===== src/rtl/mux_rr_arbiter.sv =====
// -----------------------------------------------------------------------------
// mux_rr_arbiter
// Round-robin arbiter that shares one 8:1 mux among eight requesters. One
// requester is granted at a time, and each grant is capped at MAX_HOLD
// consecutive cycles. When a grant is released, the next winner is granted on
// the same edge, so a handover adds no idle cycle.
//
// Parameters
//   MAX_HOLD  : maximum consecutive cycles of one grant (1..255)
// Ports
//   clk       : single clock; all state changes on the rising edge
//   rst       : synchronous, active-high reset
//   req[7:0]  : level request per requester (bit i -> mux in[i])
//   gnt[7:0]  : registered one-hot grant, zero when idle
//   gnt_valid : registered, equals |gnt
//   sel[2:0]  : granted index for the mux select; holds its value when idle
// -----------------------------------------------------------------------------
module mux_rr_arbiter #(
  parameter int unsigned MAX_HOLD = 4
) (
  input  logic       clk,
  input  logic       rst,
  input  logic [7:0] req,
  output logic [7:0] gnt,
  output logic       gnt_valid,
  output logic [2:0] sel
);

  localparam logic [0:0] IDLE = 1'b0;
  localparam logic [0:0] BUSY = 1'b1;

  localparam logic [7:0] MAX_HOLD_C = 8'(MAX_HOLD);

  // Round-robin pick: scan r upward from p (mod 8) and return {found, index}.
  // The loop runs from the farthest offset down, so the nearest set bit is
  // the last assignment and therefore the one returned.
  function automatic logic [3:0] rr_pick(input logic [7:0] r, input logic [2:0] p);
    logic [3:0] res;
    logic [2:0] idx;
    res = 4'b0000;
    for (int i = 7; i >= 0; i--) begin
      idx = p + 3'(i);
      if (r[idx]) begin
        res = {1'b1, idx};
      end else begin
        res = res;
      end
    end
    return res;
  endfunction

  logic [0:0] state_r, state_s;
  logic [2:0] ptr_r, ptr_s;
  logic [7:0] hold_cnt_r, hold_cnt_s;
  logic [7:0] gnt_r, gnt_s;
  logic [2:0] sel_r, sel_s;
  logic       gnt_valid_r, gnt_valid_s;

  logic       release_s;
  logic [2:0] scan_ptr_s;
  logic [3:0] pick_s;

  // Release detection and the arbitration input. On a release the scan
  // starts just past the releasing requester, which makes it the lowest
  // priority while it stays eligible.
  always_comb begin
    release_s  = 1'b0;
    scan_ptr_s = ptr_r;
    if (state_r == BUSY) begin
      release_s = (req[sel_r] == 1'b0) || (hold_cnt_r == MAX_HOLD_C);
    end else begin
      release_s = 1'b0;
    end
    if (release_s) begin
      scan_ptr_s = sel_r + 3'd1;
    end else begin
      scan_ptr_s = ptr_r;
    end
    pick_s = rr_pick(req, scan_ptr_s);
  end

  // Next-state logic for the IDLE/BUSY controller and the output registers.
  always_comb begin
    state_s     = state_r;
    ptr_s       = ptr_r;
    hold_cnt_s  = hold_cnt_r;
    gnt_s       = gnt_r;
    sel_s       = sel_r;
    gnt_valid_s = gnt_valid_r;
    case (state_r)
      IDLE: begin
        if (pick_s[3]) begin
          state_s     = BUSY;
          sel_s       = pick_s[2:0];
          gnt_s       = 8'd1 << pick_s[2:0];
          gnt_valid_s = 1'b1;
          hold_cnt_s  = 8'd1;
        end else begin
          gnt_s       = 8'd0;
          gnt_valid_s = 1'b0;
        end
      end
      BUSY: begin
        if (!release_s) begin
          hold_cnt_s = hold_cnt_r + 8'd1;
        end else if (pick_s[3]) begin
          // Back-to-back handover; a sole requester at the cap lands here
          // and is re-granted with an unchanged gnt.
          ptr_s       = scan_ptr_s;
          sel_s       = pick_s[2:0];
          gnt_s       = 8'd1 << pick_s[2:0];
          gnt_valid_s = 1'b1;
          hold_cnt_s  = 8'd1;
        end else begin
          // Nobody left: drop the grant but keep sel at its last value.
          ptr_s       = scan_ptr_s;
          state_s     = IDLE;
          gnt_s       = 8'd0;
          gnt_valid_s = 1'b0;
          hold_cnt_s  = 8'd0;
        end
      end
      default: begin
        state_s     = IDLE;
        gnt_s       = 8'd0;
        gnt_valid_s = 1'b0;
        hold_cnt_s  = 8'd0;
      end
    endcase
  end

  // State and output registers with synchronous reset.
  always_ff @(posedge clk) begin
    if (rst) begin
      state_r     <= IDLE;
      ptr_r       <= 3'd0;
      hold_cnt_r  <= 8'd0;
      gnt_r       <= 8'd0;
      sel_r       <= 3'd0;
      gnt_valid_r <= 1'b0;
    end else begin
      state_r     <= state_s;
      ptr_r       <= ptr_s;
      hold_cnt_r  <= hold_cnt_s;
      gnt_r       <= gnt_s;
      sel_r       <= sel_s;
      gnt_valid_r <= gnt_valid_s;
    end
  end

  assign gnt       = gnt_r;
  assign sel       = sel_r;
  assign gnt_valid = gnt_valid_r;

endmodule


===== config.mk =====
export PLATFORM = sky130hd
export DESIGN_NAME = mux_rr_arbiter
export DESIGN_NICKNAME = d
export VERILOG_FILES = /design/src/rtl/mux_rr_arbiter.sv
export SDC_FILE = /design/constraint.sdc
export NUM_CORES = 1
export LEC_CHECK = 0
export CORE_ASPECT_RATIO = 0.75
export CORE_MARGIN = 3
export CORE_UTILIZATION = 57
export DETAILED_ROUTE_END_ITERATION = 10
export PLACE_DENSITY_LB_ADDON = 0.15
export RECOVER_POWER = 50
export SETUP_SLACK_MARGIN = 0.3
export SLEW_MARGIN = 20
export SYNTH_ARGS = -nofsm -noshare
export SYNTH_HDL_FRONTEND = slang
export SYNTH_SLANG_ARGS = --single-unit

===== constraint.sdc =====
create_clock -name clk -period 6.7 [get_ports clk]
set_input_delay 1.34 -clock clk [delete_from_list [all_inputs] [get_ports clk]]
set_output_delay 1.34 -clock clk [all_outputs]
set_load 0.01 [all_outputs]

==> flow_summary_export.csv, run 1 <==
group,metric,value,unit
placed_design,place_inst,390,
floorplanning,fp-row-count,20,
grt,grt_overflow,0,
worst_hold_path,holdPathStages,2,
drt,vias,2640,
grt,first_global_vias,2326,
sta,finalCriticalPeriod,6.15,ns
sta,fin_worst_skew,0.00286,ns
clock_tree,postCtsSetupRepairBufs,0,
drt,drc,0,
yosys,ys_warn_count,0,
drt,routed_wl,7.09,mm
drt,routed_via_density,6.70,
floorplanning,die-area,5210,µm²
sta,hold_violations,0,
sta,period_share,91.9,%
pwr,p_sw_share,52.4,%
sta,rsz0062_at_grt,"false",
clock_tree,cts_max_level,1,
grt,track_usage,27.6,%
clock_tree,clkSinkCount,24,
yosys,synth-edff-count,0,
pwr,p_switching,0.681,mW
yosys,syn_area_per_cell,7.62,µm²
yosys,async_flop_share,0,%
sta,finalSetupTns,0,ns
critical_path,cp-end-kind,"flop",
finish,final_cells,394,
drt,initialDrtViolationCount,360,
finish,area.growth.synth_to_final,12.0,%
clock_tree,clk_pin_slew,0.08,ns
drt,avgRoutedWirePerCell,18.0,µm
floorplanning,dieHeight,63.3,µm
drt,ant_nets,0,
critical_path,cp_data_arrival_time,6.34,ns
critical_path,worst_setup_path_start_kind,"primary input",
finish,final_nets,355,
yosys,syn-cell-area,2490,µm²
finish,num_antenna_cells,0,
run,timing.max_cap.violations,0,
placed_design,place_area,2740,µm²
finish,post-route-util,67.5,%
grt,antenna_found_initial,0,
sta,max_freq,162,MHz
drt,drt-pass1-iter-count,5,
critical_path,ff2ff_setup_slack,1.74,ns
clock_tree,cts_tree,"done",
finish,final_common_cell,"nor2_1",
pwr,seq_power_share,15.9,%
clock_tree,cts_buffers,3,
pwr,ir_drop,0.225,mV
clock_tree,clockRootBuffer,"clkbuf_8",
floorplanning,core_area,4130,µm²
sta,slew_headroom,41.3,%
finish,drive_gt1_share,10.3,%
placed_design,place_congestion,1.03,
sta,holdWs,0.449,ns
yosys,syn_inst,327,
placed_design,dp_hpwl,5.34,mm
pwr,p_clk_share,7.6,%
worst_hold_path,min_to,"gnt[0]",
worst_hold_path,hold_path_class,"flop to flop",
grt,grt_max_degree,27,
pwr,p_per_area,466,nW/µm²
finish,design_area,2790,µm²
critical_path,reg2regPathDepth,17,
sta,setup_viol,0,
floorplanning,initial_core_util,60.3,%
run_status,status,"finished clean",
clock_tree,cts_hold_buf,0,
critical_path,crit_required,6.88,ns
pwr,internal-power,0.618,mW
pwr,p_comb_share,76.5,%
clock_tree,insertion_delay,0.27,ns
sta,drv_slew,0,
yosys,synth-seq-area-share,19.3,%
finish,mostFrequentLayoutCells,"nor2_1 (36), nand2_1 (27), dfxtp_1 (24), a21oi_1 (23), a211oi_1 (15)",
clock_tree,clockBufferDepth,2,
critical_path,criticalPathCategory,"primary input to flop",
floorplanning,pin_count,22,
grt,grt_pass1_wl,11.5,mm
pwr,power_leakage,1.06,nW
yosys,yosys_most_used_dff,"dfxtp_1",
critical_path,r2r-end,"gnt[1]",
critical_path,regToRegStartpoint,"hold_cnt_r[0]",
yosys,ys_types,66,
worst_hold_path,min-delay-start,"gnt[0]",
sta,worst_pin_slew,0.857,ns
critical_path,critPathMaxFanout,11,
floorplanning,die_width,82.3,µm
yosys,syn_nets,342,
yosys,synth-seq-cells,24,
placed_design,io_buffers,21,
## per-stage QoR
| step | setup WS, ns | total power, mW |
|---|---|---|
| after global routing | 0.283 | 1.40 |
| final | 0.546 | 1.30 |
| after CTS | 0.723 | 1.28 |
| after floorplan | 0.966 | 0.936 |
| after global placement | 0.578 | 1.17 |
| after detailed placement | 0.412 | 1.18 |
## what timing repair did
item,4_1_cts,5_1_grt
endpoints found under the setup margin,0,1
endpoints found under the hold margin,0,0
gates resized for setup,0,1
## synth_stat cells (5+ instances only)
| cell type | number | area (µm²) |
|---|---|---|
| nor2_1 | 36 | 135 |
| o221ai_1 | 6 | 52.6 |
| o211ai_1 | 8 | 60.1 |
| a211oi_1 | 15 | 113 |
| dfxtp_1 | 24 | 480 |
| o21ai_0 | 11 | 55.1 |
| mux2_2 | 5 | 56.3 |
| o31ai_1 | 9 | 67.6 |
| buf_2 | 5 | 25.0 |
| inv_1 | 12 | 45.0 |
| and3_1 | 5 | 31.3 |
| a21oi_1 | 23 | 115 |
| and2_1 | 6 | 37.5 |
| nor3_1 | 8 | 40.0 |
| nand2_1 | 27 | 101 |
| clkbuf_1 | 13 | 48.8 |
| nand3_1 | 9 | 45.0 |
| mux2i_1 | 14 | 140 |
| mux4_2 | 5 | 113 |
| ha_1 | 5 | 62.6 |
## kinds of logic (layout without fill, tap and decap cells)
family / count (synthesis) / in the layout / share of synthesized area (%)
fa+ha+maj: 5 / 5 / 2.51
simple gates: 117 / 117 / 23.5
mux: 24 / 24 / 12.4
xor+xnor: 8 / 8 / 2.81
flops: 24 / 24 / 19.3
compound gates: 116 / 116 / 34.1
buf+inv: 33 / 45 / 5.42
## power groups by stage
stage / Combinational [mW] / Clock, mW / Sequential [mW]
4_1_cts: 0.978 / 0.100 / 0.206
6_report: 0.994 / 0.0991 / 0.206
5_1_grt: 1.08 / 0.106 / 0.210
2_1_floorplan: 0.739 / 0 / 0.197
3_5_place_dp: 0.974 / 0 / 0.209
3_3_place_gp: 0.964 / 0 / 0.209
## registers in the layout, indices dropped and copies added (netlist names)
signal	count
hold_cnt_r	8
gnt	8
gnt_valid	1
ptr_r	3
state_r	1
sel	3
## routing by layer
metal	GRT usage [%]	wire length, µm	share of wire (%)
met5	0	0	0
met4	3.94	91	1.3
met3	5.57	658	9.3
met2	40.1	2940	42
met1	42.3	3400	48
## layout make-up
cell class                 instances  area (µm²)
inverter                          13        48.8
tap                               55        68.8
clock buffer                       4        55.1
fill                             370        1340
timing repair buffer              28         255
multi-input combinational        270        1880
sequential                        24         480
## worst max-delay path, cell delays in order
cell	delay, ns
dlygate4sd3_1	0.69
mux4_2	0.31
clkbuf_1	0.48
o21ai_2	0.22
a211oi_4	0.29
clkbuf_1	0.37
ha_1	0.39
inv_1	0.16
o41ai_1	0.52
nor3_2	0.12
mux4_2	0.40
o21ai_0	0.09
o311ai_1	0.46
nand2_1	0.21
o31ai_1	0.28
## worst max path at each step
stage	startpoint	endpoint	slack, ns	cells after the start
floorplan	req[2]	gnt[1]	0.97	20
global placement	req[3]	gnt[1]	0.58	17
detailed placement	req[3]	gnt[1]	0.41	17
CTS	req[3]	gnt[1]	0.72	17
global route	req[2]	gnt[1]	0.28	17
finish	req[2]	gnt[2]	0.55	15
(Power assumes the default switching activity.)
==> run 2: changes to the inputs <==
--- a/config.mk
+++ b/config.mk
@@ -5,7 +5,7 @@
 export SDC_FILE = /design/constraint.sdc
 export NUM_CORES = 1
 export LEC_CHECK = 0
-export CORE_ASPECT_RATIO = 0.75
+export CORE_ASPECT_RATIO = 1.25
 export CORE_MARGIN = 3
 export CORE_UTILIZATION = 57
 export DETAILED_ROUTE_END_ITERATION = 10
==> run 2 against run 1 <==
Effect of this change:
- die area about the same
- cell count decreased by 0.25%
- first-iteration DRC count increased by 38%
- register-to-register slack improved by 0.02 ns
- setup slack improved by 0.12 ns
- global-route usage increased by 1.5 points
- count of clock-buffer cells in the layout decreased by 1
- combinational power about the same
- highest routed layer unchanged
==> flow_summary_export.csv, run 2 (synthesis results as in run 1) <==
group,metric,value,unit
run_status,status,"finished clean",
clock_tree,clkSinkCount,24,
grt,grt_pass1_wl,12.1,mm
sta,fin_worst_skew,0.00211,ns
critical_path,cp-end-kind,"flop",
sta,finalSetupTns,0,ns
grt,grt_overflow,0,
run,timing.max_cap.violations,0,
clock_tree,cts_tree,"done",
sta,setup_viol,0,
sta,holdWs,0.459,ns
finish,final_nets,353,
critical_path,crit_required,6.89,ns
sta,max_freq,166,MHz
sta,rsz0062_at_grt,"false",
clock_tree,clk_pin_slew,0.08,ns
drt,avgRoutedWirePerCell,18.2,µm
placed_design,io_buffers,21,
pwr,ir_drop,0.365,mV
pwr,power_leakage,1.06,nW
critical_path,critPathMaxFanout,13,
floorplanning,die_width,65.1,µm
critical_path,reg2regPathDepth,18,
drt,drc,0,
grt,first_global_vias,2497,
critical_path,regToRegStartpoint,"hold_cnt_r[0]",
placed_design,place_area,2720,µm²
clock_tree,cts_max_level,1,
finish,final_common_cell,"nor2_1",
critical_path,worstSetupEndpoint,"gnt[1]",
floorplanning,initial_core_util,59.8,%
critical_path,worst_setup_path_start_kind,"primary input",
placed_design,dp_hpwl,5.34,mm
critical_path,ff2ff_setup_slack,1.76,ns
sta,worst_pin_slew,1.08,ns
pwr,power,1.34,mW
worst_hold_path,hold_path_class,"flop to flop",
floorplanning,fp-row-count,26,
drt,routed_wl,7.15,mm
floorplanning,die-area,5200,µm²
sta,slew_headroom,28.3,%
critical_path,crit_slowest_cell,"dlygate4sd3_1",
finish,num_antenna_cells,0,
finish,post-route-util,67.6,%
critical_path,criticalPathCategory,"primary input to flop",
floorplanning,core_area,4160,µm²
placed_design,place_congestion,0.967,
critical_path,path_cells,"dlygate4sd3_1 -> mux4_2 -> o22a_1 -> nor2_1 -> nor3_4 -> inv_2 -> ha_2 -> inv_1 -> o211ai_1 -> o221ai_1 -> nor3_2 -> mux4_2 -> a211oi_1 -> a211oi_1 -> a41o_1 -> or2_4 -> o31ai_1",
critical_path,slowest_delay,0.68,ns
clock_tree,cts_buffers,3,
critical_path,cp_data_arrival_time,6.22,ns
sta,hold_violations,0,
critical_path,r2r-end,"gnt[1]",
drt,ant_nets,0,
clock_tree,clockRootBuffer,"clkbuf_8",
sta,drv_slew,0,
drt,initialDrtViolationCount,496,
floorplanning,dieHeight,79.9,µm
sta,period_share,90.0,%
finish,drive_gt1_share,11.0,%
finish,area.growth.synth_to_final,13.0,%
clock_tree,insertion_delay,0.27,ns
critical_path,crit_path_start,"req[3]",
pwr,p_per_area,476,nW/µm²
drt,vias,2717,
grt,antenna_found_initial,0,
clock_tree,clockBufferDepth,2,
sta,finalCriticalPeriod,6.03,ns
drt,routed_via_density,6.91,
finish,mostFrequentLayoutCells,"nor2_1 (36), nand2_1 (27), dfxtp_1 (24), a21oi_1 (23), a211oi_1 (15)",
grt,grt_max_degree,27,
grt,track_usage,29.1,%
drt,drt-pass1-iter-count,5,
floorplanning,pin_count,22,
finish,design_area,2820,µm²
-- run 2: worst max-delay path, delay by kind of cell --
| kind | cells | cell delay, ns |
|---|---|---|
| compound gates | 7 | 1.44 |
| simple gates | 4 | 0.99 |
| mux | 2 | 1.16 |
| buf+inv | 3 | 0.97 |
| fa+ha+maj | 1 | 0.30 |
-- run 2: final cells by class --
class / count / area [µm²]
Timing Repair Buffer: 26 / 248
Multi-Input combinational cell: 270 / 1900
Fill cell: 369 / 1350
Inverter: 13 / 48.8
Clock inverter: 1 / 30.0
Tap cell: 56 / 70.1
Sequential cell: 24 / 480
Clock buffer: 3 / 41.3
-- run 2: per-layer routing --
metal / share of wire [%] / up-vias / wire (µm) / track usage (%)
met1: 42 / 1275 / 2990 / 37.7
met2: 48 / 141 / 3460 / 47.4
li1: - / 1277 / - / -
met5: 0 / - / 0 / 0
met4: 3.2 / 0 / 228 / 13.9
met3: 6.5 / 24 / 467 / 3.66
-- run 2: worst min path at each step --
stage	start	end	cells after the start
floorplan	hold_cnt_r[7]	hold_cnt_r[7]	2
global route	gnt[2]	gnt[2]	2
detailed placement	gnt[0]	gnt[0]	2
global placement	gnt[0]	gnt[0]	2
CTS	gnt[3]	gnt[3]	2
finish	gnt[0]	gnt[0]	2
-- run 2: where the power goes --
part,leakage [nW],total (mW),switching [mW],internal (mW)
Sequential,0.196,0.206,0.0376,0.168
Clock,0.0357,0.126,0.0464,0.0799
Combinational,0.829,1.01,0.604,0.403
-- run 2: repair_timing --
item | 4_1_cts | 5_1_grt
hold buffers | 0 | 0
setup buffers | 0 | 1
gates resized for setup | 0 | 4
setup endpoints to repair | 0 | 8
-- run 2: metrics by stage --
| step | instances | worst slack (ns) |
|---|---|---|
| finish | 393 | 0.667 |
| detailed placement | 388 | 0.391 |
| global route | 393 | 0.277 |
| floorplan | 327 | 0.966 |
| global placement | 388 | 0.552 |
| CTS | 392 | 0.656 |
==> run 3: changes to the inputs <==
==> constraint.sdc (replaced) <==
create_clock -name clk -period 7.1 [get_ports clk]
set_input_delay 1.42 -clock clk [delete_from_list [all_inputs] [get_ports clk]]
set_output_delay 1.42 -clock clk [all_outputs]
set_load 0.01 [all_outputs]
==> run 3 against run 2 <==
Effect of this change:
- final area down 2.4%
- combinational power down 9.7%
- setup slack worse by 0.075 ns
==> flow_summary_export.csv, run 3 (synthesis results as in run 1) <==
group,metric,value,unit
finish,drive_gt1_share,8.68,%
clock_tree,postCtsSetupRepairBufs,0,
run,timing.max_cap.violations,0,
drt,vias,2683,
sta,finalCriticalPeriod,6.51,ns
clock_tree,cts_max_level,1,
finish,area.growth.synth_to_final,10.2,%
sta,fin_ws,0.592,ns
sta,finalSetupTns,0,ns
finish,post-route-util,66.0,%
grt,track_usage,27.6,%
clock_tree,clockBufferDepth,2,
worst_hold_path,min-delay-start,"gnt[0]",
placed_design,dp_hpwl,5.22,mm
floorplanning,die-area,5200,µm²
grt,antenna_found_initial,0,
sta,slew_headroom,25.5,%
pwr,ir_drop,0.356,mV
sta,hold_violations,0,
floorplanning,pin_count,22,
sta,fin_worst_skew,0.00236,ns
clock_tree,cts_hold_buf,0,
sta,max_freq,154,MHz
run_status,status,"finished clean",
grt,grt_pass1_wl,11.6,mm
finish,final_nets,350,
drt,routed_wl,6.97,mm
clock_tree,cts_buffers,3,
sta,worst_pin_slew,1.11,ns
finish,num_antenna_cells,0,
sta,period_share,91.7,%
grt,grt_max_degree,27,
sta,rsz0062_at_grt,"false",
drt,ant_nets,0,
floorplanning,fp-row-count,26,
placed_design,place_congestion,0.934,
grt,grt_overflow,0,
floorplanning,die_width,65.1,µm
sta,setup_viol,0,
drt,initialDrtViolationCount,428,
pwr,power_leakage,1.04,nW
critical_path,criticalPathCategory,"primary input to flop",
placed_design,dp_slack,0.723,ns
finish,final_common_cell,"nor2_1",
finish,mostFrequentLayoutCells,"nor2_1 (36), nand2_1 (27), dfxtp_1 (24), a21oi_1 (23), a211oi_1 (16)",
critical_path,critPathMaxFanout,10,
floorplanning,dieHeight,79.9,µm
drt,routed_via_density,6.88,
grt,first_global_vias,2452,
drt,drt-met1-wl,3.00,mm
critical_path,crit_path_start,"req[3]",
clock_tree,clk_pin_slew,0.08,ns
clock_tree,insertion_delay,0.26,ns
drt,wl_met2,3.26,mm
clock_tree,cts_resized,0,
drt,dr.max_layer_used,"met4",
critical_path,worst_setup_path_start_kind,"primary input",
drt,avgRoutedWirePerCell,17.9,µm
critical_path,cp-end-kind,"flop",
drt,drc,0,
clock_tree,clockRootBuffer,"clkbuf_8",
worst_hold_path,hold_path_class,"flop to flop",
drt,drt-pass1-iter-count,5,
floorplanning,core_area,4160,µm²
drt,met3_length,439,µm
sta,drv_slew,0,
clock_tree,cts_tree,"done",
floorplanning,initial_core_util,59.8,%
clock_tree,clkSinkCount,24,
placed_design,io_buffers,21,
pwr,p_per_area,445,nW/µm²
critical_path,cp_data_arrival_time,6.68,ns
critical_path,regToRegStartpoint,"hold_cnt_r[0]",
critical_path,crit_required,7.27,ns
## run 3: layout make-up
type / instances / area, µm²
clock buffers: 3 / 41.3
clock inverters: 1 / 30.0
fillers: 404 / 1420
inverters: 13 / 48.8
multi-input cells: 270 / 1850
flip-flops and latches: 24 / 480
well taps: 56 / 70.1
repair buffers: 23 / 225
## run 3: final timing paths
| path | slack [ns] | cells after the start | to |
|---|---|---|---|
| max | 0.59 | 16 | gnt[6] |
| min | 0.45 | 2 | gnt[0] |
| max reg2reg | 1.56 | 17 | gnt[6] |
| min reg2reg | 0.45 | 2 | gnt[0] |
## run 3: layer usage
| metal | track usage (%) | up-vias |
|---|---|---|
| li1 | - | 1267 |
| met1 | 36.4 | 1237 |
| met2 | 44.7 | 149 |
| met3 | 2.82 | 30 |
| met4 | 13.3 | 0 |
| met5 | 0 | - |
## run 3: critical path, cell delays in order
cell	delay, ns
clkdlybuf4s50_1	0.56
mux4_2	0.56
o211a_2	0.20
a211oi_1	0.87
inv_1	0.24
ha_1	0.40
nand2_1	0.10
or4_1	0.12
o221ai_1	0.15
nor3_2	0.29
mux4_2	0.59
nand2b_1	0.10
a31oi_1	0.04
o311ai_1	0.50
nand2_1	0.22
o31ai_1	0.30
## run 3: where the power goes
part | total [mW] | switching (mW) | leakage [nW] | internal (mW)
Clock | 0.117 | 0.0416 | 0.0357 | 0.0754
Sequential | 0.192 | 0.0335 | 0.196 | 0.159
Combinational | 0.912 | 0.551 | 0.806 | 0.362
Total | 1.22 | 0.626 | 1.04 | 0.596
## run 3: per-stage QoR
stage,area (µm²),total power [mW],std cells,hold WS (ns)
final,2750,1.22,390,0.454
after global routing,2750,1.31,390,0.495
after CTS,2770,1.22,390,0.462
after detailed placement,2700,1.09,386,0.442
after global placement,2700,1.09,386,0.439
after floorplan,2490,0.883,327,0.471
